$ cat config.mk
export PLATFORM = sky130hd
export DESIGN_NAME = mem_arbiter_flat
export DESIGN_NICKNAME = d
export VERILOG_FILES = /design/src/rtl/mem_arbiter_if.sv /design/src/rtl/mem_arbiter.sv /design/src/flat_wrapper.sv
export SDC_FILE = /design/constraint.sdc
export NUM_CORES = 1
export LEC_CHECK = 0
export CORE_AREA = 2 2 289 291
export CTS_BUF_LIST = sky130_fd_sc_hd__clkbuf_16
export DETAILED_ROUTE_END_ITERATION = 12
export DIE_AREA = 0 0 291 293
export PLACE_DENSITY = 0.49
export SLEW_MARGIN = 20
export SYNTH_ARGS = -nofsm -noshare
export SYNTH_HDL_FRONTEND = slang
export SYNTH_SLANG_ARGS = --single-unit
$ cat constraint.sdc
create_clock -name i_clk -period 27.9 [get_ports i_clk]
set_input_delay 5.58 -clock i_clk [delete_from_list [all_inputs] [get_ports i_clk]]
set_output_delay 5.58 -clock i_clk [all_outputs]
set_load 0.01 [all_outputs]
$ cat src/rtl/mem_arbiter_if.sv
// Cache-side request/completion signals and memory-side block bus of mem_arbiter.
// slave = arbiter view; master = the caches plus memory around it.
interface mem_arbiter_if #(
    parameter int DATA_WIDTH = 128,
    parameter int ADDR_WIDTH = 32
);
    logic                  req0;
    logic                  req1;
    logic                  we0;
    logic                  we1;
    logic [ADDR_WIDTH-1:0] addr0;
    logic [ADDR_WIDTH-1:0] addr1;
    logic [DATA_WIDTH-1:0] wdata0;
    logic [DATA_WIDTH-1:0] wdata1;
    logic                  done0;
    logic                  done1;
    logic [DATA_WIDTH-1:0] rdata;
    logic                  err;

    logic                  CS;
    logic                  OE;
    logic                  WE;
    logic [ADDR_WIDTH-1:0] Addr;
    logic [DATA_WIDTH-1:0] Data_in;
    logic [DATA_WIDTH-1:0] Data_out;
    logic                  Ready_Mem;

    modport slave (
        input  req0, req1, we0, we1, addr0, addr1, wdata0, wdata1,
        output done0, done1, rdata, err,
        output CS, OE, WE, Addr, Data_in,
        input  Data_out, Ready_Mem
    );

    modport master (
        output req0, req1, we0, we1, addr0, addr1, wdata0, wdata1,
        input  done0, done1, rdata, err,
        input  CS, OE, WE, Addr, Data_in,
        output Data_out, Ready_Mem
    );
endinterface

$ cat src/rtl/mem_arbiter.sv
// Two-port block-miss sequencer (port 0 I-cache, port 1 D-cache) onto a Ready_Mem block memory.
// Latency req->done >= 4 cycles (IDLE, ISSUE, BUSY for memory latency, DONE); ISSUE aborts after TIMEOUT.
// Requests are held until done; loser is delayed. `define ARB_ROUND_ROBIN_EN for round robin, else port 1 wins.
module mem_arbiter #(
    parameter int DATA_WIDTH = 128,
    parameter int ADDR_WIDTH = 32,
    parameter int TIMEOUT    = 15
) (
    input  logic         i_clk,
    input  logic         i_reset,
    mem_arbiter_if.slave bus
);
    localparam logic [1:0] S_IDLE  = 2'd0;
    localparam logic [1:0] S_ISSUE = 2'd1;
    localparam logic [1:0] S_BUSY  = 2'd2;
    localparam logic [1:0] S_DONE  = 2'd3;

    localparam int                    CNT_W        = $clog2(TIMEOUT + 1);
    localparam logic [CNT_W-1:0]      CNT_LAST     = CNT_W'(TIMEOUT - 1);
    localparam logic [ADDR_WIDTH-1:0] BLK_OFS_MASK = ADDR_WIDTH'(15);

    logic [1:0]            r_state;
    logic                  r_id;
    logic                  r_we;
    logic                  r_err;
    logic [ADDR_WIDTH-1:0] r_addr;
    logic [DATA_WIDTH-1:0] r_wdata;
    logic [DATA_WIDTH-1:0] r_rdata;
    logic [CNT_W-1:0]      r_cnt;

    logic                  w_any;
    logic                  w_grant;
    logic                  w_gnt1;
    logic                  w_sel_we;
    logic [ADDR_WIDTH-1:0] w_sel_addr;
    logic [DATA_WIDTH-1:0] w_sel_wdata;

    assign w_any   = bus.req0 | bus.req1;
    assign w_grant = (r_state == S_IDLE) && w_any && bus.Ready_Mem;

`ifdef ARB_ROUND_ROBIN_EN
    // r_last1 = port 1 was granted last; its reset value lets port 0 win the first contention.
    logic r_last1;

    assign w_gnt1 = bus.req1 & (~bus.req0 | ~r_last1);

    always_ff @(posedge i_clk or posedge i_reset) begin
        if (i_reset) begin
            r_last1 <= 1'b1;
        end else if (w_grant) begin
            r_last1 <= w_gnt1;
        end
    end
`else
    assign w_gnt1 = bus.req1;
`endif

    assign w_sel_we    = w_gnt1 ? bus.we1    : bus.we0;
    assign w_sel_addr  = w_gnt1 ? bus.addr1  : bus.addr0;
    assign w_sel_wdata = w_gnt1 ? bus.wdata1 : bus.wdata0;

    always_ff @(posedge i_clk or posedge i_reset) begin
        if (i_reset) begin
            r_state <= S_IDLE;
            r_id    <= 1'b0;
            r_we    <= 1'b0;
            r_err   <= 1'b0;
            r_addr  <= '0;
            r_wdata <= '0;
            r_rdata <= '0;
            r_cnt   <= '0;
        end else begin
            case (r_state)
                S_IDLE: begin
                    if (w_grant) begin
                        r_id    <= w_gnt1;
                        r_we    <= w_sel_we;
                        r_addr  <= w_sel_addr & ~BLK_OFS_MASK;
                        r_wdata <= w_sel_we ? w_sel_wdata : '0;
                        r_err   <= 1'b0;
                        r_cnt   <= '0;
                        r_state <= S_ISSUE;
                    end
                end
                S_ISSUE: begin
                    // Memory accepting the command wins over a timeout in the same cycle.
                    if (!bus.Ready_Mem) begin
                        r_state <= S_BUSY;
                    end else if (r_cnt == CNT_LAST) begin
                        r_err   <= 1'b1;
                        r_state <= S_DONE;
                    end else begin
                        r_cnt <= r_cnt + 1'b1;
                    end
                end
                S_BUSY: begin
                    if (bus.Ready_Mem) begin
                        if (!r_we) begin
                            r_rdata <= bus.Data_out;
                        end
                        r_state <= S_DONE;
                    end
                end
                S_DONE: begin
                    r_err   <= 1'b0;
                    r_state <= S_IDLE;
                end
                default: r_state <= S_IDLE;
            endcase
        end
    end

    // Controls are decoded from state so CS drops in BUSY and memory cannot re-trigger.
    assign bus.CS      = (r_state == S_ISSUE);
    assign bus.WE      = (r_state == S_ISSUE) &  r_we;
    assign bus.OE      = (r_state == S_ISSUE) & ~r_we;
    assign bus.Addr    = r_addr;
    assign bus.Data_in = r_wdata;

    assign bus.done0   = (r_state == S_DONE) & ~r_id;
    assign bus.done1   = (r_state == S_DONE) &  r_id;
    assign bus.err     = (r_state == S_DONE) &  r_err;
    assign bus.rdata   = r_rdata;
endmodule

$ cat src/flat_wrapper.sv
// flat-port wrapper written by rule: the top's interface ports become plain ports
module mem_arbiter_flat 
#(
    parameter int DATA_WIDTH = 128,
    parameter int ADDR_WIDTH = 32,
    parameter int TIMEOUT    = 15
)
  (i_clk, i_reset, bus_req0, bus_req1, bus_we0, bus_we1, bus_addr0, bus_addr1, bus_wdata0, bus_wdata1, bus_done0, bus_done1, bus_rdata, bus_err, bus_CS, bus_OE, bus_WE, bus_Addr, bus_Data_in, bus_Data_out, bus_Ready_Mem);
  mem_arbiter_if #(.DATA_WIDTH(DATA_WIDTH), .ADDR_WIDTH(ADDR_WIDTH)) bus_i ();
  input  logic i_clk;
  input  logic i_reset;
  input wire logic [$bits(bus_i.req0)-1:0] bus_req0;
  input wire logic [$bits(bus_i.req1)-1:0] bus_req1;
  input wire logic [$bits(bus_i.we0)-1:0] bus_we0;
  input wire logic [$bits(bus_i.we1)-1:0] bus_we1;
  input wire logic [$bits(bus_i.addr0)-1:0] bus_addr0;
  input wire logic [$bits(bus_i.addr1)-1:0] bus_addr1;
  input wire logic [$bits(bus_i.wdata0)-1:0] bus_wdata0;
  input wire logic [$bits(bus_i.wdata1)-1:0] bus_wdata1;
  output wire logic [$bits(bus_i.done0)-1:0] bus_done0;
  output wire logic [$bits(bus_i.done1)-1:0] bus_done1;
  output wire logic [$bits(bus_i.rdata)-1:0] bus_rdata;
  output wire logic [$bits(bus_i.err)-1:0] bus_err;
  output wire logic [$bits(bus_i.CS)-1:0] bus_CS;
  output wire logic [$bits(bus_i.OE)-1:0] bus_OE;
  output wire logic [$bits(bus_i.WE)-1:0] bus_WE;
  output wire logic [$bits(bus_i.Addr)-1:0] bus_Addr;
  output wire logic [$bits(bus_i.Data_in)-1:0] bus_Data_in;
  input wire logic [$bits(bus_i.Data_out)-1:0] bus_Data_out;
  input wire logic [$bits(bus_i.Ready_Mem)-1:0] bus_Ready_Mem;
  assign bus_i.req0 = bus_req0;
  assign bus_i.req1 = bus_req1;
  assign bus_i.we0 = bus_we0;
  assign bus_i.we1 = bus_we1;
  assign bus_i.addr0 = bus_addr0;
  assign bus_i.addr1 = bus_addr1;
  assign bus_i.wdata0 = bus_wdata0;
  assign bus_i.wdata1 = bus_wdata1;
  assign bus_done0 = bus_i.done0;
  assign bus_done1 = bus_i.done1;
  assign bus_rdata = bus_i.rdata;
  assign bus_err = bus_i.err;
  assign bus_CS = bus_i.CS;
  assign bus_OE = bus_i.OE;
  assign bus_WE = bus_i.WE;
  assign bus_Addr = bus_i.Addr;
  assign bus_Data_in = bus_i.Data_in;
  assign bus_i.Data_out = bus_Data_out;
  assign bus_i.Ready_Mem = bus_Ready_Mem;
  mem_arbiter #(.DATA_WIDTH(DATA_WIDTH), .ADDR_WIDTH(ADDR_WIDTH), .TIMEOUT(TIMEOUT)) u_core (.i_clk(i_clk), .i_reset(i_reset), .bus(bus_i));
endmodule
==> PnR_summary.wiki <==
{| class="wikitable"
! Metric !! Value
|-
| Net count of the finished layout || 2,202
|-
| Hold crit path type || reg2reg
|-
| Deepest level of the CTS H-tree || 2
|-
| Clock sink count || 293
|-
| Setup Total Neg Slack || 0 ns
|-
| Worst EP arrival || 8.41 ns
|-
| First-pass GRT wire length || 69,800 microns
|-
| Core Region || 81,800 sq um
|-
| Floorplan row count || 105
|-
| Clock network fraction of design power || 0.215
|-
| Area after detailed placement || 21,000 sq um
|-
| Unique masters post-synth || 36
|-
| Drt via density || 3.68
|-
| Sum of overflow across all layers after global routing || 0
|-
| Total I/O pin count || 749
|-
| Fraction of registers with async set or reset after synthesis || 1.00
|-
| Worst EP required || 28.31 ns
|-
| Final hold viol count || 0
|-
| Final Hold Slack || 0.474 ns
|-
| Worst skew pair latency || 0.54 ns
|-
| Power per Cell Area || 90.9 nW/um^2
|-
| Number of design-rule violations left by the first detailed-router iteration || 262
|-
| Die ar. || 85,300 sq um
|-
| Routed wire per std cell || 16.5 microns
|-
| Normalized max-slew margin || 0.358
|-
| Total of endpoints with negative setup slack in the final report || 0
|-
| Static Leakage || 9.35 nW
|-
| Pin count of the biggest net entering global routing || 115
|-
| Total via count after detailed routing || 10.4k
|-
| CTS tree || built
|-
| Clock Skew || 0.00996 ns
|-
| Die outline width || 291 microns
|-
| Number of inserted diodes || 0
|-
| Highest-count cells in the layout ignoring fill and taps || sky130_fd_sc_hd__clkdlybuf4s50_1 (735), sky130_fd_sc_hd__dfrtp_1 (293), sky130_fd_sc_hd__nand2_1 (162), sky130_fd_sc_hd__mux2i_1 (156), sky130_fd_sc_hd__o21ai_0 (150)
|-
| Chip height || 293 microns
|-
| Combinational power share || 0.428
|-
| I/O Buffers || 736
|-
| Vias in the first global route || 11.2k
|-
| Max-slew violation count || 0
|-
| EDFF count, synth || 0
|-
| Total net switching power || 642 uW
|-
| Total global-route track usage || 0.106
|-
| Highest attainable clock frequency || 125 MHz
|-
| CTS root buf || sky130_fd_sc_hd__clkbuf_16
|-
| Placer's final routability congestion estimate || 0.757
|-
| Worst Path Max Fanout || 68
|-
| RSZ-0062 raised after global routing || no
|-
| Time the final worst path needs with I/O delays and setup || 8.00 ns
|-
| HPWL after DPL || 35,800 microns
|-
| Total number of yosys warnings || 0
|-
| DRT Wirelength || 46,900 microns
|-
| Most used flip-flop cell after synthesis || sky130_fd_sc_hd__dfrtp_1
|-
| Mapped cell area || 12,600 sq um
|-
| Gate Count Post-Synth || 1,025
|-
| DRC viols || 0
|-
| First-pass iteration count of the detailed router || 4
|-
| Fill cell total of the finished layout || 8,523
|-
| Max-cap violations || 0
|-
| Register area share after synthesis || 0.581
|-
| Actual transition at the worst max-transition pin || 0.963 ns
|-
| Relative contribution of sequential cells to total power || 0.357
|-
| Switching Share || 0.320
|-
| Portion of the clock cycle consumed by the worst path in the final layout || 0.287
|-
| Count of buffers added by post-CTS timing repair for setup || 0
|-
| Crit Path Category || in2reg
|-
| Startpoint types || input pin
|-
| CTS Hold Buffers Added || 0
|-
| Cell-internal power || 1.36 mW
|-
| Fraction of layout instances using a drive strength above 1 || 0.112
|-
| Clock buffer count from CTS || 36
|-
| Final cell utilization of the core || 0.270
|-
| Number of routed nets with antenna violations || 0
|-
| Outcome || finished, final reports clean
|-
| CTS resizes || 0
|-
| Maximum clock path buffer count || 3
|-
| Final instance area || 22,100 sq um
|-
| Most common cell after layout, fill and taps aside || sky130_fd_sc_hd__clkdlybuf4s50_1
|-
| Synthesis-to-layout area growth || 74.8%
|-
| Avg Cell Area, Syn || 12.3 sq um
|-
| Number of antenna violations at the first check in global routing || 0
|-
| Yosys reg bits || 293
|-
| Highest ir drop seen on vdd || 0.0337 mV
|-
| Clock transition time at the flip-flop clock pins of the worst setup and hold paths || 0.05 ns
|-
| CP endpoint kind || flip-flop
|-
| Initial standard-cell utilization of the core || 0.154
|}
[cells in the mapped netlist, types with 2 or more instances]
cell,number,area [sq um]
sky130_fd_sc_hd__dfrtp_1,293,7330
sky130_fd_sc_hd__mux2i_1,156,1560
sky130_fd_sc_hd__buf_4,10,75.1
sky130_fd_sc_hd__nand3b_1,3,22.5
sky130_fd_sc_hd__nor2_1,3,11.3
sky130_fd_sc_hd__clkbuf_1,16,60.1
sky130_fd_sc_hd__nor2b_1,2,12.5
sky130_fd_sc_hd__mux2_2,129,1450
sky130_fd_sc_hd__buf_2,33,165
sky130_fd_sc_hd__o211ai_1,2,15.0
sky130_fd_sc_hd__o21ai_2,9,78.8
sky130_fd_sc_hd__inv_1,7,26.3
sky130_fd_sc_hd__nand2_1,162,608
sky130_fd_sc_hd__ha_1,7,87.6
sky130_fd_sc_hd__a211oi_1,4,30.0
sky130_fd_sc_hd__o21ai_0,150,751
sky130_fd_sc_hd__buf_6,14,158
sky130_fd_sc_hd__and2_1,3,18.8
sky130_fd_sc_hd__nand3_1,5,25.0
[layout make-up]
cell class                 count  area (sq um)  area share
timing repair buffer         747          7460       0.338
sequential                   293          7330       0.332
multi-input combinational    655          4840       0.219
tap                         1070          1340      0.0607
clock buffer                  37           926      0.0420
clock inverter                26           139     0.00629
inverter                       7          33.8     0.00153
[metrics by stage]
| stage | total power, mW | setup WS (ns) | std cells |
|---|---|---|---|
| after floorplan | 1.06 | 14.23 | 1028 |
| after global placement | 1.59 | 19.36 | 2772 |
| after global routing | 2.13 | 19.75 | 2835 |
| final | 2.01 | 19.90 | 2835 |
| after CTS | 2.05 | 19.91 | 2835 |
| after detailed placement | 1.60 | 19.32 | 2772 |
[sequential cells by signal, indices dropped and copies added, names as in the netlist]
name	flops
u_core.r_err	1
u_core.r_we	1
u_core.bus.Addr	28
u_core.r_id	1
u_core.bus.rdata	128
u_core.bus.Data_in	128
u_core.r_state	2
u_core.r_cnt	4
[cells by family after synthesis]
group / Yosys count / share of synthesized area
AO/OA/AOI/OAI: 177 / 0.0774
buffers and inverters: 80 / 0.0384
other: 1 / 0.000297
adder cells (fa/ha/maj): 7 / 0.00694
multiplexers: 285 / 0.239
flip-flops: 293 / 0.581
AND/OR/NAND/NOR: 182 / 0.0576
[final timing paths]
kind                                   startpoint                      to  slack, ns  cells past startpoint
max                                 bus_Ready_Mem   u_core.bus.rdata[105]      19.90                      5
min                        u_core.bus.Data_in[65]  u_core.bus.Data_in[65]       0.47                      2
max reg2reg                     u_core.r_state[0]   u_core.bus.rdata[105]      24.91                      6
min reg2reg                u_core.bus.Data_in[65]  u_core.bus.Data_in[65]       0.47                      2
max in group asynchronous                 i_reset  u_core.bus.Data_in[34]      20.40                      4
min in group asynchronous                 i_reset     u_core.bus.Addr[19]       5.61                      2
[critical path: stages]
cell                              delay (ns)
sky130_fd_sc_hd__clkdlybuf4s50_1        0.62
sky130_fd_sc_hd__nand3b_1               0.19
sky130_fd_sc_hd__buf_4                  0.65
sky130_fd_sc_hd__buf_4                  0.82
sky130_fd_sc_hd__mux2_2                 0.42
[power by group through the flow]
stage / Clock [mW] / Sequential [mW] / Combinational [mW]
after floorplan: 0 / 0.796 / 0.261
after global placement: 0 / 0.715 / 0.871
after detailed placement: 0 / 0.724 / 0.875
after CTS: 0.454 / 0.720 / 0.877
after global routing: 0.470 / 0.741 / 0.922
final: 0.431 / 0.716 / 0.860
[metal layers]
layer / vias up / GRT usage / routed length, microns
met5: - / 0 / 0
met4: 0 / 0.0298 / 1080
met3: 54 / 0.0325 / 3450
met2: 449 / 0.200 / 24900
met1: 4946 / 0.112 / 17500
li1: 4985 / - / -
(Power assumes the default switching activity.)
